## src/rtl/mul_div_unit_pkg.sv

```systemverilog
// Shared RV32M funct3 op encodings, FSM state type and operand-sign helpers
// for the iterative multiply/divide unit.
package mul_div_unit_pkg;

  localparam logic [2:0] MULDIV_MUL    = 3'd0;
  localparam logic [2:0] MULDIV_MULH   = 3'd1;
  localparam logic [2:0] MULDIV_MULHSU = 3'd2;
  localparam logic [2:0] MULDIV_MULHU  = 3'd3;
  localparam logic [2:0] MULDIV_DIV    = 3'd4;
  localparam logic [2:0] MULDIV_DIVU   = 3'd5;
  localparam logic [2:0] MULDIV_REM    = 3'd6;
  localparam logic [2:0] MULDIV_REMU   = 3'd7;

  typedef enum logic [1:0] {
    IDLE = 2'd0,
    BUSY = 2'd1,
    DONE = 2'd2
  } state_t;

  function automatic logic is_div(input logic [2:0] op);
    return op[2];
  endfunction

  function automatic logic a_signed(input logic [2:0] op);
    return (op == MULDIV_MUL) || (op == MULDIV_MULH) || (op == MULDIV_MULHSU) ||
           (op == MULDIV_DIV) || (op == MULDIV_REM);
  endfunction

  function automatic logic b_signed(input logic [2:0] op);
    return (op == MULDIV_MUL) || (op == MULDIV_MULH) ||
           (op == MULDIV_DIV) || (op == MULDIV_REM);
  endfunction

endpackage

```

## src/rtl/mul_div_step.sv

```systemverilog
// One iteration of the shared datapath: LSB-first shift-add for multiply,
// restoring trial subtract for divide. Purely combinational.
module mul_div_step #(
  parameter int WIDTH = 32
) (
  input  logic                 is_div,
  input  logic [2*WIDTH-1:0]   acc,
  input  logic [WIDTH-1:0]     opnd,
  output logic [2*WIDTH-1:0]   acc_next
);

  logic [WIDTH:0] sum;
  logic [WIDTH:0] rem_sh;
  logic [WIDTH:0] diff;

  always_comb begin
    sum    = {1'b0, acc[2*WIDTH-1:WIDTH]} + (acc[0] ? {1'b0, opnd} : '0);
    rem_sh = acc[2*WIDTH-1:WIDTH-1];
    diff   = rem_sh - {1'b0, opnd};
    acc_next = {sum, acc[WIDTH-1:1]};
    if (is_div) begin
      // Remainder stays below the divisor, so the difference fits in WIDTH bits.
      if (rem_sh >= {1'b0, opnd})
        acc_next = {diff[WIDTH-1:0], acc[WIDTH-2:0], 1'b1};
      else
        acc_next = {rem_sh[WIDTH-1:0], acc[WIDTH-2:0], 1'b0};
    end
  end

endmodule

```

## src/rtl/mul_div_unit.sv

```systemverilog
// Iterative RV32M multiply/divide unit: magnitudes run through WIDTH shift-add or
// restoring-subtract steps in one 2*WIDTH accumulator; result valid WIDTH+1 cycles after accept.
module mul_div_unit
  import mul_div_unit_pkg::*;
#(
  parameter int WIDTH   = 32,
  parameter int OP_BITS = 3
) (
  input  logic               Clock,
  input  logic               Reset,
  input  logic               in_valid,
  output logic               in_ready,
  input  logic [OP_BITS-1:0] op,
  input  logic [WIDTH-1:0]   A,
  input  logic [WIDTH-1:0]   B,
  output logic               out_valid,
  input  logic               out_ready,
  output logic [WIDTH-1:0]   Out
);

  localparam int CW = $clog2(WIDTH);
  localparam logic [CW-1:0] LAST = CW'(WIDTH - 1);

  state_t             state;
  logic [CW-1:0]      cnt;
  logic [2:0]         op_q;
  logic [WIDTH-1:0]   opnd;
  logic [2*WIDTH-1:0] acc;
  logic [2*WIDTH-1:0] acc_next;
  logic               neg_q;
  logic               div_q;

  logic [2:0]         op_in;
  logic               a_neg;
  logic               b_neg;
  logic               neg_in;
  logic [WIDTH-1:0]   mag_a;
  logic [WIDTH-1:0]   mag_b;

  logic [2*WIDTH-1:0] prod;
  logic [WIDTH-1:0]   quo;
  logic [WIDTH-1:0]   rem;
  logic [WIDTH-1:0]   result;

  assign in_ready = (state == IDLE);
  assign div_q    = is_div(op_q);

  always_comb begin
    op_in = op[2:0];
    a_neg = a_signed(op_in) & A[WIDTH-1];
    b_neg = b_signed(op_in) & B[WIDTH-1];
    mag_a = a_neg ? -A : A;
    mag_b = b_neg ? -B : B;
    // Remainder follows the dividend; a zero divisor leaves the all-ones quotient alone.
    if (!is_div(op_in))
      neg_in = a_neg ^ b_neg;
    else if (op_in[1])
      neg_in = a_neg;
    else
      neg_in = (a_neg ^ b_neg) & (B != '0);
  end

  always_comb begin
    prod = neg_q ? -acc : acc;
    quo  = neg_q ? -acc[WIDTH-1:0] : acc[WIDTH-1:0];
    rem  = neg_q ? -acc[2*WIDTH-1:WIDTH] : acc[2*WIDTH-1:WIDTH];
    case (op_q)
      MULDIV_MUL:                              result = prod[WIDTH-1:0];
      MULDIV_MULH, MULDIV_MULHSU, MULDIV_MULHU: result = prod[2*WIDTH-1:WIDTH];
      MULDIV_DIV, MULDIV_DIVU:                 result = quo;
      default:                                 result = rem;
    endcase
  end

  mul_div_step #(.WIDTH(WIDTH)) u_step (
    .is_div   (div_q),
    .acc      (acc),
    .opnd     (opnd),
    .acc_next (acc_next)
  );

  always_ff @(posedge Clock) begin
    if (Reset) begin
      state     <= IDLE;
      cnt       <= '0;
      op_q      <= MULDIV_MUL;
      opnd      <= '0;
      acc       <= '0;
      neg_q     <= 1'b0;
      out_valid <= 1'b0;
      Out       <= '0;
    end else begin
      case (state)
        IDLE: begin
          if (in_valid) begin
            op_q  <= op_in;
            neg_q <= neg_in;
            cnt   <= '0;
            state <= BUSY;
            if (is_div(op_in)) begin
              acc  <= {{WIDTH{1'b0}}, mag_a};
              opnd <= mag_b;
            end else begin
              acc  <= {{WIDTH{1'b0}}, mag_b};
              opnd <= mag_a;
            end
          end
        end
        BUSY: begin
          acc <= acc_next;
          if (cnt == LAST) begin
            cnt   <= '0;
            state <= DONE;
          end else begin
            cnt <= cnt + 1'b1;
          end
        end
        DONE: begin
          // First DONE cycle applies the sign fix-up; the result then holds until taken.
          if (!out_valid) begin
            out_valid <= 1'b1;
            Out       <= result;
          end else if (out_ready) begin
            out_valid <= 1'b0;
            Out       <= '0;
            state     <= IDLE;
          end
        end
        default: state <= IDLE;
      endcase
    end
  end

endmodule
```

## config.mk

```make
export PLATFORM = sky130hd
export DESIGN_NAME = mul_div_unit
export DESIGN_NICKNAME = d
export VERILOG_FILES = /design/src/rtl/mul_div_unit_pkg.sv /design/src/rtl/mul_div_step.sv /design/src/rtl/mul_div_unit.sv
export SDC_FILE = /design/constraint.sdc
export NUM_CORES = 1
export LEC_CHECK = 0
export BUFFER_PORTS_ARGS = -buffer_cell sky130_fd_sc_hd__clkbuf_2
export CAP_MARGIN = 20
export CORE_UTILIZATION = 35
export CTS_BUF_LIST = sky130_fd_sc_hd__clkbuf_4 sky130_fd_sc_hd__clkbuf_8 sky130_fd_sc_hd__clkbuf_16
export DETAILED_ROUTE_END_ITERATION = 12
export SETUP_SLACK_MARGIN = 0.05
export SYNTH_ARGS = -nofsm -noshare
export SYNTH_HDL_FRONTEND = slang
export SYNTH_SLANG_ARGS = --single-unit
```

## constraint.sdc

```tcl
create_clock -name Clock -period 4.6 [get_ports Clock]
set_input_delay 0.46 -clock Clock [delete_from_list [all_inputs] [get_ports Clock]]
set_output_delay 0.46 -clock Clock [all_outputs]
set_load 0.02 [all_outputs]
```

After elaboration in Yosys (flattened, before gate mapping)
Cells that the tools add are included.
{"block": "totals", "wordCells": 82, "out_inout_bits": 34, "register_bits": 140, "input_bits": 71}
{"block": "op_classes", "n_eq_ne": 17, "reduce_logical": 17, "n_bitwise": 4, "muxes": 27, "magnitude_cmp": 1, "addsub": 8}
{"cell": "$mux 32", "n": 9}
{"cell": "$mux 64", "n": 4}
{"cell": "$neg 32->32", "n": 4}
{"cell": "$pmux 64 s2", "n": 1}
{"cell": "$pmux 32 s3", "n": 1}
{"cell": "$neg 64->64", "n": 1}
{"cell": "$add 32x32->33", "n": 1}
{"cell": "$ge 33x32->1", "n": 1}
{"cell": "$reduce_bool 32->1", "n": 1}
{"cell": "$sub 32x32->32", "n": 1}
{"cell": "$eq 3x3->1 const B", "n": 4}
{"cell": "$mux 5", "n": 2}
{"cell": "$pmux 5 s2", "n": 1}
{"cell": "$eq 3x2->1 const B", "n": 3}
{"cell": "$mux 2", "n": 4}
{"cell": "$ne 2x2->1 const B", "n": 4}
{"cell": "$eq 3x1->1 const B", "n": 2}
{"cell": "$logic_not 3->1", "n": 2}
{"cell": "$logic_or 1x1->1", "n": 6}
{"cell": "$pmux 2 s3", "n": 1}
{"cell": "$reduce_and 2->1", "n": 3}
{"cell": "$add 5x1->5 const B", "n": 1}
{"cell": "$eq 5x5->1 const B", "n": 1}
{"cell": "$mux 1", "n": 4}
{"cell": "10 further kinds", "n": 12}

Logic depth before layout (Yosys ltp)
{"block": "logic_depth", "word_depth": 10, "depth_mapped": 15, "mapped_depth_nobuf": 14}

Cells and area by module
A second synthesis with hierarchy kept.
{"block": "unflattened", "hier_cells": 2098, "hier_area_um2": 15068.2}
{"module": "mul_div_unit", "instances": 1, "cells_per_inst": 1390, "area_per_inst_um2": 10147.2, "seq_area_each_um2": 2802.7}
{"module": "mul_div_step", "instances": 1, "cells_per_inst": 708, "area_per_inst_um2": 4921.0, "seq_area_each_um2": 0.0}

Worst setup path before layout
Ideal clock, no wire load.
{"block": "synth_path", "kind": "reg2reg", "startpoint": "register acc[0]", "endpoint": "register acc[62]", "period_less_slack_ns": 3.462, "path_buffers": 2, "arrival_ns": 3.345, "setup_time_ns": 0.117, "required_time_ns": 4.483, "path_slack_ns": 1.138, "stages_incl_launch_ff": 16, "path_cell_list": "dfxtp_1 > inv_1 > clkbuf_1 > nor2_1 > ha_1 > clkbuf_1 > a21oi_1 > o21bai_1 > o21bai_1 > a311o_1 > o32a_1 > and4_1 > a2111oi_0 > nor3_1 > mux2i_1 > a32o_1"}
{"block": "synth_via", "elab_chain_cells": 4}
{"element": "from (decl)", "line": "mul_div_unit.sv:28", "rtl": "logic [2*WIDTH-1:0] acc;"}
{"element": "from (signal assigned)", "line": "mul_div_unit.sv:101", "rtl": "acc <= {{WIDTH{1'b0}}, mag_a};"}
{"element": "from (signal assigned)", "line": "mul_div_unit.sv:104", "rtl": "acc <= {{WIDTH{1'b0}}, mag_b};"}
{"element": "from (signal assigned)", "line": "mul_div_unit.sv:110", "rtl": "acc <= acc_next;"}
{"element": "$mux 32", "line": "mul_div_step.sv:17", "rtl": "sum = {1'b0, acc[2*WIDTH-1:WIDTH]} + (acc[0] ? {1'b0, opnd} : '0);"}
{"element": "$add 32x32->33", "line": "mul_div_step.sv:17"}
{"element": "$mux 64", "line": "mul_div_step.sv:21", "rtl": "if (is_div) begin"}
{"element": "$pmux 64 s2", "line": "mul_div_unit.sv:93", "rtl": "case (state)"}
No other way between the ends.
A chain may end at the register's enable or synchronous reset.

Final worst setup path
{"block": "layout_path", "startpoint": "register acc[32]", "endpoint": "register acc[63]"}
{"block": "layout_via", "elab_chain_cells": 4, "word_cells_on_any_way": 6, "cone_classes": "add/sub (2); order compare (1); mux (3)"}
{"element": "$sub 32x32->32 or $ge 33x32->1 (tied branches)", "line": "mul_div_step.sv:19, mul_div_step.sv:23"}
{"element": "$mux 64", "line": "mul_div_step.sv:23", "rtl": "if (rem_sh >= {1'b0, opnd})"}
{"element": "$mux 64 *", "line": "mul_div_step.sv:21"}
{"element": "$pmux 64 s2 *", "line": "mul_div_unit.sv:93"}
Mark *: on every way between the ends. The rest lies on a longest branch, timed or not.

==> summary.md <==
| Metric | Value |
|---|---|
| Post-synthesis cell area | 13400 sq um |
| Reg area | 2810 sq um |
| Via count of the routed design | 14263 |
| Synth cell types | 75 |
| Grt met3 use | 2.83% |
| Filler Cell Count | 3968 |
| Routability-driven placement congestion ratio | 0.967 |
| Met2 Resource Use GR | 40.4% |
| Effective utilization at floorplan | 35.5% |
| Clock sink count | 140 |
| Core box area | 37700 sq um |
| CTS Buf Count | 17 |
| Clock latency on the worst-skew pair | 450 ps |
| Hold path startpoint | out_ready |
| Global-route wire length before repair | 77.5 mm |
| Ys flop type | dfxtp_1 |
| Tmin final | 3960 ps |
| Gr usage total | 25.8% |
| Layout overhead on the synthesized area | 11.8% |
| Status | finished, final reports clean |
| Seq pwr share | 32.3% |
| Startpoint Class | flip-flop |
| Synth Warn # | 0 |
| Root Driver | clkbuf_16 |
| Most Used Layer, Global Route | met2 |
| RSZ-0062 raised after global routing | no |
| Pin count of the biggest net entering global routing | 91 |
| WHS Path Cells | 4 |
| Slew margin rel. | 23.3% |
| IO Pins | 105 |
| Least-Margin Pin Slew | 1150 ps |
| Reg2reg setup slack | 640 ps |
| Internal | 2.56 mW |
| Post-Syn Nets | 2008 |
| Final worst slack | 635 ps |
| Crit-path max FO | 11 |
| Max-slew violations | 0 |
| R2R Path Start | acc[32] |
| DIE AREA | 39000 sq um |
| Port-buffer cells | 104 |
| Maximum VDD drop | 0.260 mV |
| Worst hold endpoint | state[1] |
| Clk pin slew, worst setup/hold paths | 80 ps |
| Max Clk Rate | 0.252 GHz |
| # DRC | 0 |
| CTS tree | done |
| Final Setup Violations | 0 |
| Proportion of layout cells with a drive suffix above 1 | 10.5% |
| Grt met1 use | 35.8% |
| WL/cell | 20.9 microns |
| Mapped Cells | 1865 |
| H-tree lvl count | 4 |
| Die Ht | 198 microns |
| Net Sw Frac | 40.7% |
| Drt pass-1 iters | 5 |
| Initial DRC count | 1494 |
| PostCTS Resize Cnt | 0 |
| Cell Count Post-Placement | 2379 |
| Antenna violation net count after detailed routing | 0 |
| Tightest Hold Check Type | input port to flip-flop |
| R2r endpoint | acc[63] |
| Post-synthesis register bit count | 140 |
| Max Root-Sink Buffers | 2 |
| Die Wd | 198 microns |
| Final antenna diode count | 0 |
| Async set or reset register ratio after synthesis | 0% |
| Global route overflow | 0 |
| Crit Path Class | flip-flop to flip-flop |
| Worst Setup End Kind | flip-flop |
| EDFF count, synth | 0 |
| Rows | 71 |
| Register area share after synthesis | 20.9% |
| Non-filler instance count after layout | 2412 |
| Clock share of power | 33.3% |
| Power Density | 289 nW/um^2 |
| Final hold vios | 0 |
| Skew final | 15.0 ps |
| Placement Setup Slack | 740 ps |
| Post-CTS Setup Bufs | 0 |
| Total wire length | 50.5 mm |
| Fin crit share | 86.2% |
| Initial antenna violation count | 0 |
| Comb power frac | 34.4% |
| Vias per cell | 5.91 |
| P_sw | 1.76 mW |
| Number of global-route vias before repair | 13032 |
| Total Nets Final | 2031 |
| Leak | 6.07 nW |
| CP Data Required Time | 4970 ps |
| Hpwl dp | 39.2 mm |
| Setup TNS Final | 0 ps |
| Avg Inst Size Synth | 7.18 sq um |
| FF-to-FF path depth | 13 |
| Post-CTS Hold Fix Bufs | 0 |
| Arrival time at the worst endpoint | 4330 ps |
| Max Cap Viol | 0 |
| Multi-input gate area | 9860 sq um |
cells in the mapped netlist (4+ instances only):
cell type  count  area (sq um)
a211oi_1      55           413
a21o_1        42           315
a21oi_1      188           941
a221o_1        5          50.1
a221oi_1      11          96.3
a22o_1         6          52.6
a22oi_1       19           143
a31oi_1       12          75.1
and2_1         8          50.1
and3_1         6          37.5
buf_1         10          37.5
clkbuf_1     120           450
dfxtp_1      140          2800
ha_1          70           876
inv_1         62           233
mux2_2         4          45.0
mux2i_1       61           611
nand2_1      217           815
nand2b_1      22           138
nand3_1       28           140
nand4_1       19           119
nor2_1       160           601
nor2b_1        8          50.1
nor3_1        34           170
nor3b_1        4          30.0
nor4_1        14          87.6
o211ai_1      24           180
o21a_1         5          37.5
o21ai_0      146           731
o21ai_1        7          35.0
o21bai_1       8          60.1
o221ai_1      16           140
o22ai_1       22           138
o31ai_1       27           203
o41ai_1       14           123
or2_2          6          37.5
or3_1         17           106
or4_1         15           113
xnor2_1       97           850
xor2_1        87           762
sequential cells by signal, summed over array words and instances (netlist names):
name and count:
out_valid 1, Out 32, op_q 3, state 2, acc 64, neg_q 1, cnt 5, opnd 32
power by group through the flow:
stage,Combinational [mW],Sequential (mW),Clock [mW]
after global placement,1.45,1.41,0
after global routing,1.61,1.41,1.50
final,1.49,1.40,1.44
after floorplan,1.04,1.35,0
after CTS,1.46,1.39,1.45
after detailed placement,1.45,1.42,0
how the worst max path moves through the flow:
stage | startpoint | end | slack (ps)
6_report | acc[32] | acc[63] | 640
4_1_cts | acc[32] | acc[63] | 700
3_3_place_gp | acc[32] | acc[63] | 810
5_1_grt | acc[32] | acc[63] | 280
2_1_floorplan | acc[0] | acc[62] | 1140
3_5_place_dp | acc[32] | acc[63] | 740
critical path, stage by stage (launching register included):
cell and delay, ps:
dfxtp_1 570, ha_1 270, inv_1 70, fa_1 380, nand2b_1 190, a21oi_1 230
nor3b_1 110, o31a_1 340, o21ai_0 500, a21oi_1 220, o21ai_0 340, a311oi_1 150
a2111o_1 390, a31oi_1 130
layer usage:
layer / share of wire [%] / routed length [microns]
met1: 45 / 22800
met2: 44 / 22100
met3: 6.9 / 3480
met4: 4.2 / 2140
met5: 0 / 0
cells by family (layout without fill, tap and decap cells):
logic type	after synthesis	after routing	synth area share, %
AOI/OAI and AO/OA	636	636	30.0
xor gates and xnor gates	184	184	12.0
adders and majority gates	72	72	6.84
buffers and inverters	197	233	5.66
DFF	140	140	20.9
muxes	65	65	4.90
and+or+nand+nor	571	571	19.6
final cells by class:
type	count	share of cell area [%]
multi-input cells	1528	65.9
flip-flops and latches	140	18.7
repair buffers	139	5.45
well taps	511	4.27
clock buffers	17	2.84
inverters	62	1.55
clock inverters	15	1.26
cell usage in the layout (no fill, tap or decap), types with 7 or more instances in the layout:
| cell | count |
|---|---|
| o21ai_1 | 7 |
| a21oi_1 | 188 |
| nand3_1 | 28 |
| dfxtp_1 | 138 |
| nand4_1 | 19 |
| a31oi_1 | 12 |
| a211oi_1 | 55 |
| a22oi_1 | 19 |
| mux2i_1 | 61 |
| nor4_1 | 14 |
| nand2b_1 | 22 |
| inv_1 | 62 |
| o21bai_1 | 8 |
| buf_4 | 33 |
| clkbuf_16 | 17 |
| o22ai_1 | 22 |
| xor2_1 | 87 |
| and2_1 | 8 |
| or3_1 | 17 |
| xnor2_1 | 97 |
| or4_1 | 15 |
| a221oi_1 | 11 |
| ha_1 | 70 |
| nor3_1 | 34 |
| o221ai_1 | 16 |
| nand2_1 | 216 |
| nor2_1 | 159 |
| o211ai_1 | 24 |
| clkbuf_2 | 104 |
| a21o_1 | 42 |
| o31ai_1 | 27 |
| o41ai_1 | 14 |
| o21ai_0 | 146 |
stage by stage:
| step | instance area [sq um] | total power, mW | hold slack, ps | utilization, % |
|---|---|---|---|---|
| after floorplan | 13400 | 2.40 | 432 | - |
| after global placement | 14300 | 2.86 | 435 | 38.0 |
| after detailed placement | 14300 | 2.87 | 437 | 38.0 |
| after CTS | 14900 | 4.30 | 336 | 39.7 |
| after global routing | 15000 | 4.51 | 352 | 39.7 |
| final | 15000 | 4.32 | 338 | 39.7 |
(Power assumes the default switching activity.)
